$ cat config.mk
export PLATFORM = sky130hd
export DESIGN_NAME = vram_arbiter
export DESIGN_NICKNAME = d
export VERILOG_FILES = /design/src/rtl/vga_pkg.sv /design/src/rtl/sync_fifo.sv /design/src/rtl/vram_arbiter.sv
export SDC_FILE = /design/constraint.sdc
export NUM_CORES = 1
export LEC_CHECK = 0
export ABC_AREA = 1
export BUFFER_PORTS_ARGS = -buffer_cell sky130_fd_sc_hd__buf_4
export CORE_ASPECT_RATIO = 0.75
export CORE_MARGIN = 5
export CORE_UTILIZATION = 60
export DETAILED_ROUTE_END_ITERATION = 10
export PLACE_DENSITY_LB_ADDON = 0.1
export SYNTH_ARGS = -nofsm -noshare
export SYNTH_HDL_FRONTEND = slang
export SYNTH_SLANG_ARGS = --single-unit
$ cat constraint.sdc
create_clock -name clk -period 2.7 [get_ports clk]
set_input_delay 0.27 -clock clk [delete_from_list [all_inputs] [get_ports clk]]
set_output_delay 0.27 -clock clk [all_outputs]
set_load 0.01 [all_outputs]
$ cat src/rtl/vga_pkg.sv
// Shared frame-buffer geometry, pixel layout and slot encoding
// for the VGA scanout / drawing-port RAM arbiter.
package vga_pkg;

    localparam int HPIXELS   = 640;
    localparam int VPIXELS   = 480;
    localparam int FB_WORDS  = HPIXELS * VPIXELS;
    localparam int FB_ADDR_W = 19;

    localparam int PIX_R = 0;
    localparam int PIX_G = 1;
    localparam int PIX_B = 2;

    typedef enum logic [1:0] {
        SLOT_IDLE,
        SLOT_SCAN,
        SLOT_WRITE
    } slot_e;

endpackage

$ cat src/rtl/sync_fifo.sv
// Single-clock FIFO with occupancy count; no full bypass, so a push
// is refused while full even if a pop happens in the same clk.
module sync_fifo #(
    parameter int WIDTH = 22,
    parameter int DEPTH = 8,
    parameter int LVL_W = $clog2(DEPTH) + 1
) (
    input  logic             clk,
    input  logic             reset,
    input  logic             push,
    input  logic             pop,
    input  logic [WIDTH-1:0] din,
    output logic [WIDTH-1:0] dout,
    output logic             full,
    output logic             empty,
    output logic [LVL_W-1:0] level
);

    localparam int PW = $clog2(DEPTH);

    logic [WIDTH-1:0] mem_q [DEPTH];
    logic [PW-1:0]    wptr_q;
    logic [PW-1:0]    rptr_q;
    logic [LVL_W-1:0] cnt_q;
    logic             push_ok;
    logic             pop_ok;

    assign full    = (cnt_q == LVL_W'(DEPTH));
    assign empty   = (cnt_q == '0);
    assign level   = cnt_q;
    assign dout    = mem_q[rptr_q];
    assign push_ok = push && !full;
    assign pop_ok  = pop && !empty;

    always_ff @(posedge clk) begin
        if (reset) begin
            wptr_q <= '0;
            rptr_q <= '0;
            cnt_q  <= '0;
        end else begin
            if (push_ok)
                wptr_q <= wptr_q + 1'b1;
            if (pop_ok)
                rptr_q <= rptr_q + 1'b1;
            case ({push_ok, pop_ok})
                2'b10:   cnt_q <= cnt_q + 1'b1;
                2'b01:   cnt_q <= cnt_q - 1'b1;
                default: cnt_q <= cnt_q;
            endcase
        end
    end

    always_ff @(posedge clk) begin
        if (push_ok)
            mem_q[wptr_q] <= din;
    end

endmodule

$ cat src/rtl/vram_arbiter.sv
// Frame-buffer RAM arbiter: scanout reads win, queued writes fill gaps.
// Define DOUBLE_BUFFER_EN for two banks swapped at frame tick.
module vram_arbiter #(
    parameter int HPIXELS  = vga_pkg::HPIXELS,
    parameter int VPIXELS  = vga_pkg::VPIXELS,
    parameter int ADDR_W   = vga_pkg::FB_ADDR_W,
    parameter int WQ_DEPTH = 8,
    parameter int LVL_W    = $clog2(WQ_DEPTH) + 1
) (
    input  logic              clk,
    input  logic              reset,
    input  logic              ptick,
    input  logic              active,
    input  logic [9:0]        xpos,
    input  logic [9:0]        ypos,
    input  logic              ftick,
    input  logic              wr_valid,
    input  logic [ADDR_W-1:0] wr_addr,
    input  logic [2:0]        wr_data,
    output logic              wr_ready,
`ifdef DOUBLE_BUFFER_EN
    input  logic              swap_req,
    output logic              front_bank,
    output logic [ADDR_W:0]   mem_addr,
`else
    output logic [ADDR_W-1:0] mem_addr,
`endif
    output logic              mem_we,
    output logic [2:0]        mem_wdata,
    input  logic [2:0]        mem_rdata,
    output logic [2:0]        pixel_rgb,
    output logic [LVL_W-1:0]  wq_level,
    output logic              err_oob
);

    import vga_pkg::*;

    localparam int DW = ADDR_W + 3;
    localparam logic [ADDR_W-1:0] FB_LIMIT =
        ADDR_W'(HPIXELS * VPIXELS);

    slot_e                 slot;
    logic [DW-1:0]         head;
    logic                  q_full;
    logic                  q_empty;
    logic [ADDR_W-1:0]     head_addr;
    logic [2:0]            head_data;
    logic [ADDR_W-1:0]     scan_addr;
    logic [$bits(mem_addr)-1:0] scan_full;
    logic [$bits(mem_addr)-1:0] write_full;
    logic [$bits(mem_addr)-1:0] addr_q;
    logic                  rd_pend_q;
    logic [2:0]            pix_q;
    logic [2:0]            pix_d;

    assign wr_ready  = !q_full;
    assign pixel_rgb = pix_q;
    assign {head_addr, head_data} = head;

    // y*640 + x as two shifts and an add
    assign scan_addr = (ADDR_W'(ypos) << 9)
                     + (ADDR_W'(ypos) << 7)
                     + ADDR_W'(xpos);

`ifdef DOUBLE_BUFFER_EN
    logic front_q;
    logic swap_pend_q;

    assign front_bank = front_q;
    assign scan_full  = {front_q, scan_addr};
    assign write_full = {~front_q, head_addr};

    always_ff @(posedge clk) begin
        if (reset) begin
            front_q     <= 1'b0;
            swap_pend_q <= 1'b0;
        end else if (ftick && (swap_pend_q || swap_req)) begin
            front_q     <= ~front_q;
            swap_pend_q <= 1'b0;
        end else if (swap_req) begin
            swap_pend_q <= 1'b1;
        end
    end
`else
    logic unused_ftick;

    assign unused_ftick = ftick;
    assign scan_full    = scan_addr;
    assign write_full   = head_addr;
`endif

    sync_fifo #(
        .WIDTH (DW),
        .DEPTH (WQ_DEPTH),
        .LVL_W (LVL_W)
    ) u_wq (
        .clk   (clk),
        .reset (reset),
        .push  (wr_valid && !q_full),
        .pop   (slot == SLOT_WRITE),
        .din   ({wr_addr, wr_data}),
        .dout  (head),
        .full  (q_full),
        .empty (q_empty),
        .level (wq_level)
    );

    // Reset abandons the slot so no pop or RAM write leaks through
    always_comb begin
        slot = SLOT_IDLE;
        if (!reset) begin
            if (!ptick && active)
                slot = SLOT_SCAN;
            else if (!q_empty)
                slot = SLOT_WRITE;
        end
    end

    always_comb begin
        mem_addr  = addr_q;
        mem_we    = 1'b0;
        mem_wdata = head_data;
        err_oob   = 1'b0;
        unique case (slot)
            SLOT_SCAN: begin
                mem_addr = scan_full;
            end
            SLOT_WRITE: begin
                mem_addr = write_full;
                mem_we   = (head_addr < FB_LIMIT);
                err_oob  = !(head_addr < FB_LIMIT);
            end
            default: begin
            end
        endcase
    end

    always_comb begin
        pix_d = pix_q;
        if (rd_pend_q)
            pix_d = mem_rdata;
        else if (!ptick && !active)
            pix_d = '0;
    end

    always_ff @(posedge clk) begin
        if (reset) begin
            rd_pend_q <= 1'b0;
            pix_q     <= '0;
            addr_q    <= '0;
        end else begin
            rd_pend_q <= (slot == SLOT_SCAN);
            pix_q     <= pix_d;
            addr_q    <= mem_addr;
        end
    end

endmodule

Word-level counts from Yosys, hierarchy flattened
Memory sizes are Yosys's and may differ from the RTL's. A register that Yosys moved wholly into a read port is not among the register bits. Cells that the tools add are included.

Add/sub/neg operators: 6. Magnitude comparators: 1. Equal/unequal tests: 5. Multiplexer cells: 13. Reductions and logical operators: 13.

Operators with widths (count): case mux 19 bit (2 select lines) (1); adder 19 x 10 -> 19 bit (1); adder 19 x 17 -> 19 bit (1); less-than comparator 19 bit (second input constant) (1); two-way mux 3 bit (4); case mux 4 bit (2 select lines) (1); adder 3 x 1 -> 3 bit (second input constant) (2); two-way mux 2 bit (3); logical AND 1 bit (5); zero test 1 bit (5); adder 4 x 1 -> 4 bit (second input constant) (1); equality test 2 x 1 -> 1 bit (second input constant) (2); equality test 2 bit (second input constant) (2); equality test 4 bit (second input constant) (1); zero test 4 bit (1); two-way mux 1 bit (4); nonzero test 2 bit (2); subtractor 4 x 1 -> 4 bit (second input constant) (1).

Flip-flop bits (word level): 33. Memory bits (writable): 176. Logic and storage cells: 45. Memories: 1.

Memories: u_wq.mem_q (depth 8, bits a word 22, rd ports 1, clocked after Yosys merged registers in 1, wr ports 1, RTL line sync_fifo.sv:21) `logic [WIDTH-1:0] mem_q [DEPTH];`.

Logic depth before layout (Yosys ltp)
Gate-level depths: netlist of run 1.

Depth in word-level cells: 8. Depth in mapped cells: 16. Gate-level depth less buffers: 15.

Modules after synthesis
A second synthesis of run 1 with hierarchy kept.

Cells, all modules: 879. Area total of the unflattened synthesis: 9449.1 um^2.

Modules (own cells, without submodules): sync_fifo (times used 1, cells each 592, area each 7569.8 um^2); vram_arbiter (times used 1, cells each 287, area each 1879.3 um^2).

Worst setup path after synthesis of run 1
No wires, ideal clock.

Path kind: flip-flop to flip-flop. From: register u_wq.cnt_q[1] (netlist: u_wq.level[1]). To: memory u_wq.mem_q[0][0] (enable). Setup time: 0.401 ns. Data arrival time: 1.896 ns. Slack: 0.403 ns. Stages on the path, launching flop included: 7. Cells stage by stage: dfxtp_1 -> nor2_2 -> nand3_1 -> nand2_1 -> inv_1 -> nand2_1 -> nor2_1.

Cells in the longest elaborated chain, start to end: 6.

Ends and longest elaborated chain: start, declared (RTL line sync_fifo.sv:24) `logic [LVL_W-1:0] cnt_q;`; start signal, assigned (RTL line sync_fifo.sv:46) `2'b10: cnt_q <= cnt_q + 1'b1;`; start signal, assigned (RTL line sync_fifo.sv:47) `2'b01: cnt_q <= cnt_q - 1'b1;`; start signal, assigned (RTL line sync_fifo.sv:48) `default: cnt_q <= cnt_q;`; equality test 4 bit (*) (RTL line sync_fifo.sv:28) `assign full = (cnt_q == LVL_W'(DEPTH));`; zero test 1 bit (*); via wr_ready (RTL line vram_arbiter.sv:20) `output logic wr_ready,`; logical AND 1 bit (RTL line vram_arbiter.sv:99) `.push (wr_valid && !q_full),`; logical AND 1 bit (*) (RTL line sync_fifo.sv:32) `assign push_ok = push && !full;`; two-way mux 1 bit (*) (RTL line sync_fifo.sv:54) `if (push_ok)`; two-way mux 1 bit (not written as such) (*) (RTL line sync_fifo.sv:55) `mem_q[wptr_q] <= din;`; end, declared (RTL line sync_fifo.sv:21).

Mark *: on every way through the listed nets, which the timed path passes. The rest lies on a longest branch.

Worst setup path after layout of run 1
From: input xpos[9]. To: output mem_addr[15].

Cells in the longest elaborated chain, start to end: 2.

Ends and longest elaborated chain: start, declared (RTL line vram_arbiter.sv:14) `input logic [9:0] xpos,`; adder 19 x 10 -> 19 bit (RTL line vram_arbiter.sv:63) `+ ADDR_W'(xpos);`; case mux 19 bit (2 select lines) (RTL line vram_arbiter.sv:124) `unique case (slot)`; end, declared (RTL line vram_arbiter.sv:26) `output logic [ADDR_W-1:0] mem_addr,`.

Every way passes these cells.

==> reports/metrics.cfg, run 1 <==
[power_and_ir_drop]
leakage_nw = 4.72
p_per_area_nw_per_um2 = 825
peakVddDrop_mv = 0.584

[placement]
place_area_um2 = 10400
gp_congestion = 0.906
dp_hpwl_um = 12100
io_buffers = 81

[detailed_routing]
vias = 6721
first_pass_iters = 6
detail_route.wl_per_cell_um = 15.8
ant_nets = 0
drc = 0
routed_wl_um = 20400
vias_per_cell = 5.19
drt_iter0_markers = 610

[yosys]
yosys_warnings = 0
synth_nets = 1053
synth_xor_area_share_pct = 0.0916
synth.avg_cell_area_um2 = 9.80
synth_most_common_cell = nand2_1
synth_top_family_by_area = simple AND/OR/NAND/NOR gates
syn_inst = 975
ys_types = 31
synthArstFlopShare_pct = 0
synth_edf_count = 176
yosys.area_share.simple_pct = 19.6
synth_area_leaders = edfxtp_1 55%, nand2_1 11%, dfxtp_1 7.5%, nor2_1 4.3%, inv_1 3.8%
synth_fa_ha_area_share_pct = 3.77
synth_common_cells = 274 x nand2_1, 176 x edfxtp_1, 110 x nor2_1, 98 x inv_1, 65 x nand3_1
ys_ff_latch = 212
synth_mux_area_share_pct = 0
synth_seq_area_share_pct = 62.8
syn_area_um2 = 9560
synth_compound_area_share_pct = 7.02
ys.flop_type = edfxtp_1
synth_top_area_share_pct = 55.3
synth_top_area_cell = edfxtp_1

[grt]
grt_pass1_vias = 6303
grtUsageTotal_pct = 22.0
antenna_found_initial = 0
grt_pass1_wl_um = 32400
overflow = 0
grt_max_degree = 90

[finish]
nets = 1148
fillers = 1222
area_delta_synth_final_pct = 16.6
multi_input_comb_area_um2 = 2940
seq_area_um2 = 6010
antenna_cells = 0
drive_gt1_share_pct = 14.1
post-route-cell-area_um2 = 11100

[timing]
rsz0062_at_grt = no
fmax_mhz = 403
hold_violations = 0
slew_viol_final = 0
setup_viol = 0
slew_headroom_pct = 61.5
period_needed_ns = 2.48
fin_setup_tns_ns = 0
tightest_slew_ns = 0.577
clock_skew_ns = 0.0133
period_share_pct = 92.0

[floorplan]
initial_core_util_pct = 60.4
die_h_um = 119
die_w_um = 156
die_area_um2 = 18600
ios = 83
fp-row-count = 40
core_um2 = 15800

[setup_path]
max_stage_delay_ns = 0.59
crit_path_top_delay_cell = fa_1
ff2ff_path_depth = 14
start_kind = primary input
critical_path_class = in -> out
crit_required_ns = 2.43
crit-reg2reg-launch = u_wq.level[0]
cp_cell_sequence = buf_4 > inv_1 > fa_1 > inv_1 > ha_1 > nand2_1 > o21bai_1 > nand2_1 > nand2_1 > nand2_1 > nand3_1 > nand2_1 > buf_4
path_max_fanout = 4
r2r-end = u_wq.level[3]
critPathArrivalTime_ns = 2.21
r2r_setup_slack_ns = 0.64
end_kind = output port
cpMostUsedCell = nand2_1

[outcome]
status = complete, no violations

[clock_network]
cts_tree = done
clk_pin_slew_ns = 0.06
cts_buffers = 21
htreeDepth = 1
clk_latency_ns = 0.50
numClockSinks = 212
clock_path_buffers = 3
post_cts_buffers = 0
cts-root-buf = clkbuf_16

[flow_run]
maxCapViolCount = 0

[worst_hold_path]
worstHoldPathType = in -> reg
whs_path_depth = 1
hp-start = wr_addr[13]
min_to = u_wq.mem_q[0][16]

-- per-stage QoR --
| stage | cells | setup WS (ns) | power [mW] | util [%] | hold WS (ns) |
|---|---|---|---|---|---|
| floorplan | 975 | 0.403 | 5.69 | - | 0.369 |
| finish | 1294 | 0.217 | 9.19 | 70.5 | 0.0158 |
| CTS | 1293 | 0.158 | 9.22 | 70.2 | 0.00277 |
| global placement | 1245 | 0.171 | 6.49 | 65.6 | 0.423 |
| detailed placement | 1245 | 0.174 | 6.54 | 65.6 | 0.456 |
| global route | 1294 | 0.0194 | 9.77 | 70.5 | 0.00362 |
-- cell families (layout without fill, tap and decap cells) --
logic type / count (synthesis) / after routing
buffers and inverters: 143 / 252
adder cells (fa/ha/maj): 27 / 27
AO/OA/AOI/OAI: 131 / 131
AND/OR/NAND/NOR: 461 / 461
XOR/XNOR: 1 / 1
flip-flops: 212 / 212
-- final cells by class --
class / instances / area share [%]
flip-flops and latches: 212 / 53.9
clock inverters: 11 / 0.707
inverters: 103 / 3.54
multi-input cells: 620 / 26.4
clock buffers: 26 / 4.88
well taps: 210 / 2.36
repair buffers: 112 / 8.24
-- state kept, by name, summed over array words and instances, names as in the netlist, named ones only --
signal	count
u_wq.wptr_q	3
pixel_rgb	3
u_wq.rptr_q	3
u_wq.mem_q	176
u_wq.level	4
addr_q	19
rd_pend_q	1
-- power breakdown --
part           total, mW  switching, mW  internal [mW]
combinational       2.65           1.67          0.979
clock               2.67           1.15           1.53
sequential          3.87         0.0926           3.77
-- timing repair --
| action | 4_1_cts | 5_1_grt |
|---|---|---|
| hold buffers | 11 | 0 |
| setup endpoints to repair | 0 | 3 |
| gates resized for setup | 0 | 5 |
| endpoints found under the hold margin | 71 | 0 |
-- worst max-delay path by stage --
stage | from | to | slack [ns]
6_report | xpos[9] | mem_addr[15] | 0.22
5_1_grt | xpos[9] | mem_addr[16] | 0.02
2_1_floorplan | u_wq.level[1] | u_wq.mem_q[0][0] | 0.40
4_1_cts | ypos[0] | mem_addr[14] | 0.16
3_5_place_dp | ypos[0] | mem_addr[14] | 0.17
3_3_place_gp | ypos[0] | mem_addr[14] | 0.17
-- critical path: cells and delay by family --
kind	cells	cell delay, ns
simple gates	6	0.47
buf+inv	4	0.32
fa+ha+maj	2	0.86
compound gates	1	0.30
-- metal layers --
metal	track usage (%)	part of all wire, %	vias up
li1	-	-	3416
met1	31.8	45	3123
met2	35.9	48	152
met3	3.27	5.1	30
met4	4.32	1.5	0
met5	0	0	-
-- placed cells by master (no fill, tap or decap), types with 4 or more instances in the layout --
| cell type | instances |
|---|---|
| o21ai_0 | 59 |
| edfxtp_1 | 176 |
| inv_1 | 98 |
| clkinv_2 | 5 |
| ha_1 | 24 |
| nand2_1 | 274 |
| dfxtp_1 | 35 |
| o21ai_1 | 15 |
| clkinv_1 | 4 |
| clkbuf_16 | 22 |
| buf_4 | 98 |
| nor2_2 | 12 |
| nand3_1 | 65 |
| dlygate4sd3_1 | 11 |
| nor2_1 | 100 |
| clkbuf_1 | 5 |
| a21oi_1 | 48 |
(Power assumes the default switching activity.)
==> run 2, diff against run 1 <==
CORE_MARGIN = not set   (was 5)
==> run 2 against run 1 <==
Worst setup slack got worse by 0.052 ns. Final area decreased by 0.10%. Combinational power about the same. Critical path type unchanged. Non-clock buffer count decreased by 2. Power increased by 1.3%. Die area decreased by 11%. Sequential power about the same. Via count increased by 2.3%. Core utilization increased by 1.7 points. Clock skew increased by 0.0044 ns. Largest cell class unchanged.
==> reports/metrics.cfg, run 2 (same netlist as run 1, synthesis figures left out) <==
[outcome]
status = complete, no violations

[floorplan]
fp-row-count = 39  ; -2.5%
ios = 83  ; unchanged
die_w_um = 148  ; -5.1%
core_um2 = 15400  ; -2.5%
initial_core_util_pct = 62.0  ; +1.5 points
die_h_um = 111  ; -6.7%
die_area_um2 = 16400  ; -11%

[clock_network]
cts_tree = done
cts_buffers = 21  ; unchanged
clock_path_buffers = 3  ; unchanged
cts-root-buf = clkbuf_16
numClockSinks = 212  ; unchanged
post_cts_buffers = 0  ; unchanged
clk_latency_ns = 0.49  ; about the same
clk_pin_slew_ns = 0.06  ; about the same
htreeDepth = 1  ; unchanged

[setup_path]
critPathArrivalTime_ns = 2.27  ; +0.06 ns
path_max_fanout = 2  ; -2
max_stage_delay_ns = 0.47  ; -0.12 ns
crit_path_top_delay_cell = fa_1
critical_path_class = in -> out
critPathBufInv = 4  ; unchanged
end_kind = output port
cp_cell_sequence = buf_4 > inv_1 > fa_1 > fa_1 > nor2_1 > nor2_1 > o21ai_0 > nand2_1 > nand2_1 > nor2_1 > nor2_1 > inv_1 > buf_4
crit_required_ns = 2.43  ; about the same
crit_family = adder cells
cpMostUsedCell = nor2_1
start_kind = primary input

[detailed_routing]
drc = 0  ; unchanged
ant_nets = 0  ; unchanged
detail_route.wl_per_cell_um = 15.8  ; +0.54%
vias = 6876  ; +2.3%
vias_per_cell = 5.34  ; +2.8%
first_pass_iters = 7  ; +1
routed_wl_um = 20400  ; about the same
drt_iter0_markers = 654  ; +7.2%

[grt]
grtUsageTotal_pct = 25.9  ; +3.9 points
antenna_found_initial = 0  ; unchanged
grt_pass1_wl_um = 33000  ; +1.8%
overflow = 0  ; unchanged
grt_pass1_vias = 6567  ; +4.2%
grt_max_degree = 49  ; -46%

[timing]
rsz0062_at_grt = no
slew_headroom_pct = 60.6  ; -0.81 points
clock_skew_ns = 0.0177  ; +0.00435 ns
period_share_pct = 93.9  ; +1.9 points
period_needed_ns = 2.54  ; +0.0519 ns
fin_setup_tns_ns = 0  ; unchanged
setup_viol = 0  ; unchanged
hold_violations = 0  ; unchanged
tightest_slew_ns = 0.590  ; +0.0122 ns
slew_viol_final = 0  ; unchanged
fmax_mhz = 394  ; -2.0%

[placement]
dp_hpwl_um = 12100  ; -0.36%
io_buffers = 81  ; unchanged
dp_cells = 1241  ; -0.32%
gp_congestion = 0.880  ; -2.9%

[finish]
mostFrequentLayoutCell = nand2_1
largest_reg_flops = 176  ; unchanged
area_delta_synth_final_pct = 16.5
antenna_cells = 0  ; unchanged
drive_gt1_share_pct = 14.1  ; about the same
nets = 1146  ; -0.17%
stdcell_count = 1288  ; -0.46%
mostFrequentLayoutCells = 274 x nand2_1, 176 x edfxtp_1, 102 x nor2_1
fillers = 1147  ; -6.1%
top_register = u_wq.mem_q
multi_input_comb_area_um2 = 2930  ; -0.26%
seq_area_um2 = 6010  ; unchanged

[power_and_ir_drop]
leakage_nw = 4.73  ; +0.16%
p_per_area_nw_per_um2 = 836  ; +1.4%
peakVddDrop_mv = 0.553  ; -5.3%

[worst_hold_path]
worstHoldPathType = in -> reg

[flow_run]
maxCapViolCount = 0  ; unchanged

run 2: changes by cell type in the layout (fill, tap and decap cells not counted), sizes merged:
cell / previous run / this run
clkbuf: 27 / 30
buf: 100 / 101
clkinv: 9 / 6
dlygate4sd3: 11 / 9
run 2: final cells by class:
class / instances / share of cell area (%)
Clock inverter: 8 / 0.584
Clock buffer: 30 / 5.49
Timing Repair Buffer: 110 / 7.76
Multi-Input combinational cell: 620 / 26.3
Sequential cell: 212 / 53.9
Tap cell: 205 / 2.30
Inverter: 103 / 3.56
run 2: worst register-to-register path, cell delays in order, from the launching register on:
cell	delay [ns]
dfxtp_1	0.42
nor2_2	0.07
nand3_2	0.08
nand3_4	0.08
inv_4	0.17
ha_1	0.24
ha_1	0.24
nand2_1	0.06
nand2_1	0.04
a21oi_1	0.16
nor2_1	0.06
nor2_1	0.08
nand2_1	0.07
nor2_1	0.09
nor2_1	0.05
run 2: final timing paths:
kind                                      from                 to  slack (ns)  cells after the start
worst min-delay path               wr_addr[13]  u_wq.mem_q[5][16]        0.01                      1
worst max register to register   u_wq.level[1]      u_wq.level[3]        0.68                     14
worst min register to register  u_wq.rptr_q[2]           register        0.44                      1
worst max-delay path                   ypos[0]       mem_addr[14]        0.16                     13
run 2: metrics by stage:
step / total power, mW / setup slack (ns) / hold WS (ns) / util, % / area [um2]
floorplan: 5.69 / 0.403 / 0.369 / - / 9560
global placement: 6.48 / 0.167 / 0.422 / 67.2 / 10400
detailed placement: 6.53 / 0.169 / 0.434 / 67.2 / 10400
CTS: 9.36 / 0.129 / 0.00444 / 72.2 / 11100
global route: 9.83 / 0.0251 / 0.00421 / 72.2 / 11100
finish: 9.31 / 0.165 / 0.0138 / 72.2 / 11100
run 2: routing by layer:
metal | vias up | track usage, % | wire, um
li1 | 3419 | - | -
met3 | 41 | 3.83 | 1360
met1 | 3183 | 36.9 | 8840
met2 | 233 | 41.0 | 9660
met5 | - | 0 | 0
met4 | 0 | 8.59 | 543
run 2: timing repair:
item | 4_1_cts | 5_1_grt
gates resized for setup | 0 | 3
hold endpoints to repair | 60 | 0
hold buffers | 9 | 0
endpoints found under the setup margin | 0 | 2
run 2: power breakdown:
part	internal, mW	switching [mW]	total (mW)
Combinational	0.947	1.67	2.62
Clock	1.67	1.16	2.83
Sequential	3.77	0.0879	3.86
Total	6.39	2.92	9.31
